$ cat config.mk
export PLATFORM = sky130hd
export DESIGN_NAME = div_iter_ctrl
export DESIGN_NICKNAME = d
export VERILOG_FILES = /design/src/rtl/div_iter_ctrl.sv
export SDC_FILE = /design/constraint.sdc
export NUM_CORES = 1
export LEC_CHECK = 0
export BUFFER_PORTS_ARGS = -buffer_cell sky130_fd_sc_hd__buf_2
export CORE_UTILIZATION = 39
export DETAILED_ROUTE_END_ITERATION = 12
export PLACE_DENSITY = 0.69
export SLEW_MARGIN = 10
export SYNTH_ARGS = -nofsm -noshare
export SYNTH_HDL_FRONTEND = slang
export SYNTH_SLANG_ARGS = --single-unit
$ cat constraint.sdc
create_clock -name clock -period 3.2 [get_ports clock]
set_input_delay 0.16 -clock clock [delete_from_list [all_inputs] [get_ports clock]]
set_output_delay 0.16 -clock clock [all_outputs]
set_load 0.02 [all_outputs]
$ cat src/rtl/div_iter_ctrl.sv
// Sequential signed restoring divider, one quotient bit per clock.
// Ports: clock, reset (async, active-low), ctrl_DIV start, operands A/B; result, exception, RDY pulse, busy.
module div_iter_ctrl #(
  parameter int WIDTH = 32,
  parameter int CNT_W = 6
) (
  input  logic             clock,
  input  logic             reset,
  input  logic             ctrl_DIV,
  input  logic [WIDTH-1:0] data_operandA,
  input  logic [WIDTH-1:0] data_operandB,
  output logic [WIDTH-1:0] data_result,
  output logic             data_exception,
  output logic             data_resultRDY,
  output logic             busy
);

  localparam logic [1:0] IDLE = 2'd0;
  localparam logic [1:0] RUN  = 2'd1;
  localparam logic [1:0] DONE = 2'd2;

  localparam logic [CNT_W-1:0] LAST = CNT_W'(WIDTH - 1);

  logic [1:0]       state;
  logic [CNT_W-1:0] cnt;
  logic [WIDTH-1:0] rem;
  logic [WIDTH-1:0] quo;
  logic [WIDTH-1:0] dvs;
  logic             sign;
  logic             dz;

  logic [WIDTH-1:0] abs_a;
  logic [WIDTH-1:0] abs_b;
  logic [WIDTH:0]   rem_sh;
  logic [WIDTH:0]   trial;
  logic             b_zero;

  // Magnitudes are unsigned, so |-2^(W-1)| = 2^(W-1) fits.
  always_comb begin
    abs_a  = data_operandA[WIDTH-1] ? -data_operandA
                                    : data_operandA;
    abs_b  = data_operandB[WIDTH-1] ? -data_operandB
                                    : data_operandB;
    b_zero = (data_operandB == '0);
    rem_sh = {rem, quo[WIDTH-1]};
    trial  = rem_sh - {1'b0, dvs};
  end

  assign busy = (state == RUN);

  always_ff @(posedge clock or negedge reset) begin
    if (!reset) begin
      state          <= IDLE;
      cnt            <= '0;
      rem            <= '0;
      quo            <= '0;
      dvs            <= '0;
      sign           <= 1'b0;
      dz             <= 1'b0;
      data_result    <= '0;
      data_exception <= 1'b0;
      data_resultRDY <= 1'b0;
    end else begin
      data_resultRDY <= 1'b0;
      if (ctrl_DIV) begin
        quo            <= abs_a;
        dvs            <= abs_b;
        rem            <= '0;
        cnt            <= '0;
        sign           <= data_operandA[WIDTH-1]
                        ^ data_operandB[WIDTH-1];
        dz             <= b_zero;
        data_exception <= 1'b0;
        state          <= b_zero ? DONE : RUN;
      end else begin
        case (state)
          RUN: begin
            // Negative trial (MSB set) means restore.
            rem <= trial[WIDTH] ? rem_sh[WIDTH-1:0]
                                : trial[WIDTH-1:0];
            quo <= {quo[WIDTH-2:0], ~trial[WIDTH]};
            cnt <= cnt + 1'b1;
            if (cnt == LAST) state <= DONE;
          end
          DONE: begin
            data_result    <= dz   ? '0
                            : sign ? -quo : quo;
            data_exception <= dz;
            data_resultRDY <= 1'b1;
            state          <= IDLE;
          end
          default: state <= IDLE;
        endcase
      end
    end
  end

endmodule

# After elaboration in Yosys (flattened, before gate mapping)
# Index checks and enable logic that the tools add are counted.
# word_totals
regBits	140
output_inout_bits	35
elab_cells	45
# op_classes
addsub	5
eq_ne	4
n_mux	19
n_bitwise	3
n_reduce_logical	4
# ops
cell	n
two-way mux 32 bit	9
negation 32 bit	3
subtractor 33 x 32 -> 33 bit	1
zero test 32 bit	1
two-way mux 6 bit	2
two-way mux 2 bit	4
adder 6 x 1 -> 6 bit (second input constant)	1
equality test 6 x 5 -> 1 bit (second input constant)	1
two-way mux 1 bit	4
nonzero test 2 bit	2
!= test 3 x 2 -> 1 bit (second input constant)	1
equality test 2 x 1 -> 1 bit (second input constant)	1
equality test 2 bit (second input constant)	1
inverter 1 bit	2
AND reduction 2 bit	1
bitwise XOR 1 bit	1

# Logic depth before layout (Yosys ltp)
# depth
ltp_word	4
depth_mapped	13
ltp_nobuf	12

# Least setup slack after synthesis
# Ideal clock, no wire load.
# synth_timing
kind	register -> register
startpoint	register quo[31]
endpoint	register rem[17]
setup_time_ps	99
arrival_ps	3156
t_required_ps	3101
slack_ps	-55
path_stages_with_launch	14
synth_period_minus_slack_ps	3255
cell_sequence	dfrtp_1 > inv_1 > ha_1 > inv_1 > fa_1 > a21o_1 > a221o_1 > a211o_1 > a221oi_1 > o21ai_1 > xnor2_2 > clkbuf_1 > nand2_1 > a311oi_1
# synth_via
elab_chain_cells	4
# synth_lines
item	line	rtl
from (decl)	27	logic [WIDTH-1:0] quo;
from (signal assigned)	66	quo <= abs_a;
from (signal assigned)	81	quo <= {quo[WIDTH-2:0], ~trial[WIDTH]};
subtractor 33 x 32 -> 33 bit	46	trial = rem_sh - {1'b0, dvs};
two-way mux 32 bit	79	rem <= trial[WIDTH] ? rem_sh[WIDTH-1:0]
two-way mux 32 bit	76	case (state)
two-way mux 32 bit	65	if (ctrl_DIV) begin
to (signal assigned)	79	
to (decl)	26	logic [WIDTH-1:0] rem;
# Every way passes these cells. The select of a mux whose other input is x is not followed.
# A chain may end at the register's enable or synchronous reset.

# Worst setup path after layout
# Ends and elaborated chain as after synthesis.

==> run metrics <==
status=finished clean; Seq/Total Area, Yosys=0.360; GRT met1 Usage=0.293; DRC Markers=0; Main synth FF type=dfrtp_1; met3 GRT Util=0.0374; largest net degree at the start of global routing=101; ratio of cells with drive above 1 in the final layout=0.185; critical path class=reg -> reg; chip height=160 um; Final GP Congestion=0.876; vias in the first global route=8,121; Net Sw Frac=0.401; critical path arrival=3.49 ns; Hold Crit Class=in -> reg; Setup WS post-layout=0.0382 ns; P_int=4.73 mW; RR Startpoint=quo[31]; power share of the clock group=0.253; Clock Skew=0.0142 ns; ys async rst share=1.00; setup TNS=0 ns; Max Slew Vio Count=0; #FFs+latches synth=140; worst-case vdd ir drop=357 uV; CP Depth=13; Top Family by Delay on Critical Path=compound AO/OA/AOI/OAI gates; Core ar.=0.0244 mm^2; CTS sink cnt=140; Worst Setup End Kind=flop; Synth Cell Area=0.00972 mm^2; initial antenna violation count=0; RSZ-0062 raised after global routing=yes; Pwr Density=682 mW/mm^2; max-cap violations=0; Worst-path clk slew=0.07 ns; Post-DRT Antenna Nets=0; Worst setup SP type=flop; headroom to the max-slew limit=0.363; combinational power share=0.455; Sequential Power Share=0.293; unique cell type count in the Yosys netlist=81; clk_lat worst skew=0.43 ns; worst path required time=3.53 ns; Crit-path slowest cell=dfrtp_1; R2R setup slack=0.04 ns; CTS buffer count=17; Mapped Cells=1,170; Hold Fails Final Rpt=0; clock tree from TritonCTS=yes; Warnings, synthesis=0; Fmax=0.316 GHz; GRT Util Overall=0.204; WHS Path Cells=2; FF-to-FF path depth=13; Max FO, Critical Path=8; cell repeated most along the worst path=inv_2; WL final=25,900 um; worst-path cell chain=inv_2 > ha_4 > inv_2 > fa_2 > a21o_1 > a221o_1 > a211o_1 > a221oi_4 > o21ai_4 > xnor2_4 > buf_6 > nand4_1 > a311oi_1; HPWL Detailed=18,600 um; Final min period=3.16 ns; met2 GRT Util=0.316; I/O Pins=102; Port Buf Inserts=101; Worst Max-Slew Pin Slew=0.955 ns; worst hold start=data_operandB[0]; area grow syn2layout=18.9%; fin crit share=0.988; via/cell ratio=5.53; via count=8,877; Post-synth EDFFs=0; syn_nets=1,274; H-tree depth=4; first-pass GRT wire length=42,100 um; die width=160 um; grt ovf=0; Layout Nets=1,373; Routed wire per std cell=16.1 um; r2r endpoint=rem[17]; WHS Endpoint=dvs[0]; DIE AREA=0.0256 mm^2; Initial Utilization=0.399; synthesized area per cell=8.31 um^2; DP Area=0.0107 mm^2; total net switching power=3.16 mW; buffer and inverter count on the worst path=3; root buf cell=clkbuf_16; worst stage delay on the critical path=0.37 ns; Final Cell Area=0.0116 mm^2; Clock Tree Buf Depth=2; row cnt=57; initial DRC count=625; diode count=0; first drt pass iteration count=7; gr busiest metal=met2; final setup vio count=0; Leak=5.31 nW; post-place setup slack=-0.100 ns
[sequential cells by signal, summed over array words and instances (netlist names)]
name	flops
rem	32
data_result	32
cnt	6
dz	1
dvs	32
state	2
data_exception	1
sign	1
quo	32
data_resultRDY	1
[cell usage after synthesis, types with 3 or more instances]
cell	number	area share
a311oi_1	5	0.0045
buf_1	9	0.0035
nor2_1	78	0.030
nand2b_1	12	0.0077
or2_2	4	0.0026
and4_1	3	0.0027
xnor2_1	45	0.041
a21oi_1	76	0.039
o41ai_2	3	0.0050
o211ai_1	5	0.0039
nand2_1	170	0.066
nor2b_1	6	0.0039
or4_1	11	0.0085
a21o_1	17	0.013
or3_1	12	0.0077
a41oi_1	3	0.0027
or4_4	6	0.0069
and3_1	12	0.0077
nor4_1	5	0.0032
o21a_1	4	0.0031
nand4_1	13	0.0084
inv_1	51	0.020
o21ai_1	7	0.0036
o41ai_1	8	0.0072
o21ai_0	113	0.058
ha_1	36	0.046
a211oi_1	4	0.0031
o31ai_1	33	0.025
nand3_1	14	0.0072
mux2i_1	22	0.023
clkbuf_1	59	0.023
a31oi_1	31	0.020
nand3b_1	5	0.0039
nor3_1	19	0.0098
xor2_1	69	0.062
dfrtp_1	140	0.36
[kinds of logic (layout without fill, tap and decap cells)]
family / Yosys count / after routing / share of synthesized area
AOI/OAI and AO/OA: 343 / 343 / 0.220
buffers and inverters: 125 / 237 / 0.0504
adders and majority gates: 37 / 37 / 0.0484
DFF: 140 / 140 / 0.360
xor gates and xnor gates: 115 / 115 / 0.104
muxes: 23 / 23 / 0.0238
and+or+nand+nor: 387 / 387 / 0.193
[power groups by stage]
stage	logic, mW	clock network [mW]	registers [mW]
after floorplan	2.12	0	2.23
after global placement	2.92	0	2.31
after detailed placement	2.97	0	2.32
after CTS	3.20	2.02	2.29
after global routing	3.91	2.11	2.35
final	3.59	1.99	2.31
[layer usage]
layer | vias up | routed length [um] | part of all wire
met5 | - | 0 | 0
met2 | 288 | 11700 | 0.45
li1 | 4365 | - | -
met4 | 0 | 303 | 0.012
met3 | 26 | 1440 | 0.056
met1 | 4198 | 12400 | 0.48
[through the flow]
step	power (mW)	std cells	utilization	hold slack, ns
after floorplan	4.35	1170	-	-0.136
after global placement	5.24	1563	0.438	0.353
after detailed placement	5.29	1563	0.438	0.356
after CTS	7.52	1602	0.466	0.0410
after global routing	8.37	1606	0.474	0.0520
final	7.89	1606	0.474	0.0601
[placed cells by master (no fill, tap or decap), types with 5 or more instances in the layout]
| cell | netlist | routed |
|---|---|---|
| inv_1 | 51 | 49 |
| nand2b_1 | 12 | 12 |
| nand2_2 | 0 | 7 |
| o21ai_0 | 113 | 110 |
| o31ai_1 | 33 | 33 |
| or4_1 | 11 | 11 |
| or4_4 | 6 | 6 |
| o41ai_1 | 8 | 8 |
| nand2_1 | 170 | 163 |
| xor2_1 | 69 | 69 |
| o21ai_1 | 7 | 9 |
| nand3b_1 | 5 | 5 |
| and3_1 | 12 | 12 |
| a21oi_1 | 76 | 76 |
| xnor2_1 | 45 | 44 |
| buf_4 | 1 | 36 |
| mux2i_1 | 22 | 22 |
| a31oi_1 | 31 | 30 |
| buf_2 | 1 | 99 |
| ha_1 | 36 | 35 |
| nand4_1 | 13 | 13 |
| clkbuf_16 | 0 | 17 |
| dfrtp_1 | 140 | 140 |
| nor3_1 | 19 | 18 |
| nand3_1 | 14 | 12 |
| o211ai_1 | 5 | 5 |
| nor2b_1 | 6 | 6 |
| a21o_1 | 17 | 17 |
| buf_6 | 1 | 12 |
| or3_1 | 12 | 12 |
| nor2_1 | 78 | 78 |
[cell type report]
cell class              instances  area, um^2
well taps                     324         405
fillers                      2385       12800
clock inverters                14         155
clock buffers                  18         439
inverters                      53         199
repair buffers                152         961
flip-flops and latches        140        3500
multi-input cells             905        5900
[how the worst max path moves through the flow]
stage               endpoint    start  slack (ns)
floorplan            rem[29]  quo[31]        0.02
global placement     rem[17]  quo[31]        0.04
detailed placement   rem[22]  quo[31]       -0.10
CTS                  rem[25]  quo[31]        0.02
global route         rem[22]  quo[31]       -0.08
finish               rem[17]  quo[31]        0.04
[what timing repair did]
action                     in CTS  in global routing
setup endpoints to repair      12                 31
pin swaps                       3                 20
cloned                          2                  1
setup buffers                   4                  3
hold endpoints to repair       99                  0
gates resized for setup         9                 40
hold buffers                    1                  0
Note: power is estimated with default switching activity, not from simulation.
